[src/rtl/bram_fifo_ctrl.sv]
// Show-ahead FIFO controller wrapping a dual-port BRAM (port A write, port B read).
// Define BRAM_FIFO_FLUSH_EN to add the synchronous flush port.
module bram_fifo_ctrl #(
  parameter int ADDR_W = 10,
  parameter int DATA_W = 8
) (
  input  logic              clk,
  input  logic              rst_n,
`ifdef BRAM_FIFO_FLUSH_EN
  input  logic              flush,
`endif
  input  logic              s_valid,
  output logic              s_ready,
  input  logic [DATA_W-1:0] s_data,
  output logic              m_valid,
  input  logic              m_ready,
  output logic [DATA_W-1:0] m_data,
  output logic [ADDR_W+1:0] count,
  output logic              bram_ena,
  output logic              bram_wea,
  output logic [ADDR_W-1:0] bram_addra,
  output logic [DATA_W-1:0] bram_dina,
  output logic              bram_enb,
  output logic              bram_web,
  output logic [ADDR_W-1:0] bram_addrb,
  output logic [DATA_W-1:0] bram_dinb,
  input  logic [DATA_W-1:0] bram_doutb
);

  localparam int DEPTH = 2 ** ADDR_W;
  localparam logic [ADDR_W:0] DEPTH_V = (ADDR_W + 1)'(DEPTH);

  logic [ADDR_W:0]   wr_ptr_r, rd_ptr_r;
  logic [1:0]        held_r;
  logic              inflight_r;
  logic [DATA_W-1:0] skid_r;
  logic [DATA_W-1:0] m_data_r;
  logic              m_valid_r;
  logic              s_ready_r;
  logic [ADDR_W+1:0] count_r;

  logic              flush_s;
  logic              push_s, pop_s, issue_s;
  logic [ADDR_W:0]   stored_s, stored_nx_s;
  logic [2:0]        occ_s;
  logic [1:0]        held_pop_s, held_nx_s;
  logic              inflight_nx_s;
  logic [ADDR_W:0]   wr_ptr_nx_s, rd_ptr_nx_s;
  logic [DATA_W-1:0] head_nx_s, skid_nx_s;
  logic [ADDR_W+1:0] count_nx_s;

`ifdef BRAM_FIFO_FLUSH_EN
  assign flush_s = flush;
`else
  assign flush_s = 1'b0;
`endif

  // Next-state computation for pointers, output buffer and status
  always_comb begin
    stored_s   = wr_ptr_r - rd_ptr_r;
    push_s     = s_valid & s_ready_r & ~flush_s;
    pop_s      = m_valid_r & m_ready & ~flush_s;
    // Slots committed after this edge: held plus returning read, minus the pop.
    occ_s      = 3'(held_r) + 3'(inflight_r) - 3'(pop_s);
    issue_s    = (stored_s != {(ADDR_W + 1){1'b0}}) & (occ_s < 3'd2) & ~flush_s;
    held_pop_s = held_r - 2'(pop_s);

    head_nx_s  = m_data_r;
    skid_nx_s  = skid_r;
    held_nx_s  = held_pop_s;
    if (pop_s && (held_r == 2'd2)) begin
      head_nx_s = skid_r;
    end else begin
      head_nx_s = m_data_r;
    end
    // Returning read data lands in the first slot left free after the pop.
    if (inflight_r) begin
      held_nx_s = held_pop_s + 2'd1;
      case (held_pop_s)
        2'd0:    head_nx_s = bram_doutb;
        2'd1:    skid_nx_s = bram_doutb;
        default: skid_nx_s = skid_r;
      endcase
    end else begin
      held_nx_s = held_pop_s;
    end

    wr_ptr_nx_s   = wr_ptr_r + (ADDR_W + 1)'(push_s);
    rd_ptr_nx_s   = rd_ptr_r + (ADDR_W + 1)'(issue_s);
    inflight_nx_s = issue_s;
    if (flush_s) begin
      wr_ptr_nx_s   = {(ADDR_W + 1){1'b0}};
      rd_ptr_nx_s   = {(ADDR_W + 1){1'b0}};
      held_nx_s     = 2'd0;
      inflight_nx_s = 1'b0;
    end else begin
      inflight_nx_s = issue_s;
    end

    stored_nx_s = wr_ptr_nx_s - rd_ptr_nx_s;
    count_nx_s  = (ADDR_W + 2)'(stored_nx_s) + (ADDR_W + 2)'(held_nx_s)
                + (ADDR_W + 2)'(inflight_nx_s);
  end

  // State and registered outputs
  always_ff @(posedge clk or negedge rst_n) begin
    if (!rst_n) begin
      wr_ptr_r   <= {(ADDR_W + 1){1'b0}};
      rd_ptr_r   <= {(ADDR_W + 1){1'b0}};
      held_r     <= 2'd0;
      inflight_r <= 1'b0;
      skid_r     <= {DATA_W{1'b0}};
      m_data_r   <= {DATA_W{1'b0}};
      m_valid_r  <= 1'b0;
      s_ready_r  <= 1'b0;
      count_r    <= {(ADDR_W + 2){1'b0}};
    end else begin
      wr_ptr_r   <= wr_ptr_nx_s;
      rd_ptr_r   <= rd_ptr_nx_s;
      held_r     <= held_nx_s;
      inflight_r <= inflight_nx_s;
      skid_r     <= skid_nx_s;
      m_data_r   <= head_nx_s;
      m_valid_r  <= (held_nx_s != 2'd0);
      s_ready_r  <= (stored_nx_s < DEPTH_V);
      count_r    <= count_nx_s;
    end
  end

  assign s_ready    = s_ready_r;
  assign m_valid    = m_valid_r;
  assign m_data     = m_data_r;
  assign count      = count_r;

  assign bram_ena   = push_s;
  assign bram_wea   = push_s;
  assign bram_addra = wr_ptr_r[ADDR_W-1:0];
  assign bram_dina  = s_data;
  assign bram_enb   = issue_s;
  assign bram_web   = 1'b0;
  assign bram_addrb = rd_ptr_r[ADDR_W-1:0];
  assign bram_dinb  = {DATA_W{1'b0}};

endmodule

[config.mk]
export PLATFORM = sky130hd
export DESIGN_NAME = bram_fifo_ctrl
export DESIGN_NICKNAME = d
export VERILOG_FILES = /design/src/rtl/bram_fifo_ctrl.sv
export SDC_FILE = /design/constraint.sdc
export NUM_CORES = 1
export LEC_CHECK = 0
export BUFFER_PORTS_ARGS = -buffer_cell sky130_fd_sc_hd__buf_2
export CAP_MARGIN = 20
export CORE_ASPECT_RATIO = 0.75
export CORE_MARGIN = 4
export CORE_UTILIZATION = 34
export CTS_CLUSTER_SIZE = 12
export DETAILED_ROUTE_END_ITERATION = 7
export PLACE_DENSITY = 0.52
export SLEW_MARGIN = 30
export SYNTH_ARGS = -nofsm -noshare
export SYNTH_HDL_FRONTEND = slang
export SYNTH_SLANG_ARGS = --single-unit
[constraint.sdc]
create_clock -name clk -period 7.26 [get_ports clk]
set_input_delay 0.363 -clock clk [delete_from_list [all_inputs] [get_ports clk]]
set_output_delay 0.363 -clock clk [all_outputs]
set_load 0.01 [all_outputs]
==> metrics <==
die width 128.5 µm; Worst-Skew Late Latency 0.29 ns; DR WL/cell 15.11 µm; r2r startpoint wr_ptr_r[1]$_DFF_PN0_; Ys Warns 0; die area 12640 µm²; P&R area growth vs syn 9.260%; GRT overflow 0; Hold Fails Final Rpt 0; fin cells 536; drt first pass iters 4; Setup CP Type reg2reg; RSZ-0062 raised after global routing false; initial DRC count 161; DRT Wirelength 8099 µm; first-pass GRT wire length 13410 µm; M3 GR Usage 0.03827; CTS max path bufs 2; detailed placement HPWL 6376 µm; CTS H-tree lvls 2; cell row count 32; GR Util met1 0.2116; initial antenna violation count 0; fin. max-slew vios 0; top cell type's share of synthesized area 0.3717; Worst Setup End Kind register; Layout Utilization 0.3871; Core Area 10450 µm²; commonest non-fill, non-tap cell in the layout buf_2; Pleak 1.945 nW; Post-CTS Resized 0; synthesized instance count 367; final-stage net count 446; fraction of layout cells with a size suffix above 1 0.2475; worst setup path startpoint wr_ptr_r[1]$_DFF_PN0_; via count 2568; Max IR drop VDD 0.3052 mV; Max Cap Viol 0; antenna viol nets, final 0; number of flops mapped to enable cells by yosys 0; I/O pin count 82; period utilization 0.8064; CTS clock-pin slew for the worst setup and hold paths 0.08 ns; M2 GR Usage 0.1805; All-Layer GR Usage 0.1336; Mapped Area 3702 µm²; Period minus WS final 5.854 ns; Reg2Reg Depth 23; Post-Place Cells 528; share of the yosys chip area belonging to registers 0.3717; crit path to count[9]$_DFF_PN0_; vias in the first global route 2550; R2R setup slack 1.41 ns; Setup Fix Bufs, Post-CTS 0; number of clock sinks 55; die span in y 98.37 µm; busiest grt layer met1; top_reg_cell synth dfrtp_1; crit start category register; setup TNS 0 ns; hold crit path type in2async; commonest cells after routing, fill and taps aside 56 x buf_2, 55 x dfrtp_1, 33 x inv_1, 24 x nand2_1, 23 x ha_1; Slew HR 0.5256; GP Congestion 0.8161; Num CTS Buffers 5; RR Endpoint count[9]$_DFF_PN0_; endpoints failing setup 0; # DRC 0; post-synthesis register bit count 55; CTS tree yes; Mean Syn Cell Area 10.09 µm²; pin slew with the least headroom to its limit 0.7116 ns; ANT cells 0; status complete, no violations; PwrDens 547.3 nW/µm²; number of buffers added on ports 56; Vias/cell 4.791; Netlist cell types 64; FF/Latch Area 1376 µm²; fill cell count 1082; top post-synthesis cells by area dfrtp_1 37%, ha_1 7.8%, buf_4 7.7%; crit path DAT 6.01 ns; fmax 0.1708 GHz; Clk Tree Root Cell clkbuf_16; Final Skew 0.006762 ns; Initial Utilization 0.3543; largest fanout on the critical path 6; largest net degree at the start of global routing 56; total power 0.002214 W; hold buffers post-CTS 0; ys async rst share 1.000; WP data required 7.42 ns; area of the multi-input gates 1932 µm²; leading area contributor after synthesis dfrtp_1
==> area by class of cell <==
cell class	count	area share
inverters	35	0.03248
well taps	136	0.04207
multi-input cells	245	0.4776
clock buffers	5	0.03093
clock inverters	3	0.005568
repair buffers	57	0.07114
flip-flops and latches	55	0.3402
==> synthesized netlist by cell type (all sizes together), types with 2 or more instances <==
library cell and number:
o31ai 2, nand4 3, fa 4, nor3 12
nor2b 4, xor2 16, o21ai 16, a21oi 7
a211oi 6, nand3 13, o211ai 3, nor2 10
mux2i 8, or2 3, inv 35, a21boi 2
nor4 5, maj3 2, a21o 2, or3 3
dfrtp 55, mux2 8, nand2b 5, buf 39
nor3b 2, ha 23, and3 4, xnor2 21
o311ai 2, nand2 24, a2111oi 2, o21a 5
and2 7
==> sequential cells by signal, indices dropped and copies added, names as in the netlist, 2 cells and up <==
| signal | count |
|---|---|
| count | 12 |
| held_r | 2 |
| m_data | 8 |
| rd_ptr_r | 11 |
| skid_r | 8 |
| wr_ptr_r | 11 |
==> report_power, final <==
part	switching, W	internal, W	total, W
clock	0.000113	0.000129	0.000243
combinational	0.000833	0.000591	0.00142
sequential	0.000103	0.000445	0.000548
==> cell families (layout without fill, tap and decap cells) <==
group           after synthesis  in the layout  synth area share
simple gates                 98             98            0.1561
buf+inv                      75            100            0.1146
compound gates               56             56            0.1156
flops                        55             55            0.3717
xor+xnor                     37             37           0.08956
fa+ha+maj                    29             29            0.1054
mux                          16             16           0.04596
other cells                   1              9          0.001013
==> stage by stage <==
step | setup WS (ns) | cell area, µm² | hold slack [ns]
2_1_floorplan | 2.011 | 3732 | 0.06741
3_3_place_gp | 1.612 | 3897 | 0.4860
3_5_place_dp | 1.461 | 3897 | 0.4922
4_1_cts | 1.436 | 4045 | 0.2275
5_1_grt | 0.8721 | 4045 | 0.2688
6_report | 1.406 | 4045 | 0.2023
==> routing by layer <==
metal	wire [µm]	share of wire
met4	44	0.0054
met3	606	0.075
met5	0	0
met2	3151	0.39
met1	4295	0.53
==> critical path, stage by stage, from the launching register on <==
cell	delay [ns]
dfrtp_1	0.44
ha_1	0.33
nor2b_1	0.13
o21ai_0	0.19
a21boi_0	0.12
o21a_1	0.17
o21a_1	0.18
o211ai_1	0.26
a21boi_0	0.19
a311o_1	0.34
o311a_1	0.37
ha_1	0.26
ha_1	0.25
xnor2_1	0.26
ha_1	0.31
inv_1	0.06
o21ai_0	0.11
maj3_2	0.35
a211oi_1	0.40
nor2_1	0.10
xor2_1	0.25
nand3b_1	0.14
or3_1	0.37
xor2_1	0.16
==> how the worst min path moves through the flow <==
stage | start | end | cells after the start
after floorplan | rst_n | count[0]$_DFF_PN0_ | 0
after global placement | skid_r[0]$_DFFE_PN0P_ | skid_r[0]$_DFFE_PN0P_ | 1
after detailed placement | skid_r[4]$_DFFE_PN0P_ | skid_r[4]$_DFFE_PN0P_ | 1
after CTS | rst_n | m_data[3]$_DFF_PN0_ | 2
after global routing | rst_n | m_data[2]$_DFF_PN0_ | 2
final | rst_n | m_data[2]$_DFF_PN0_ | 2
Power figures use the tool's default switching activity.
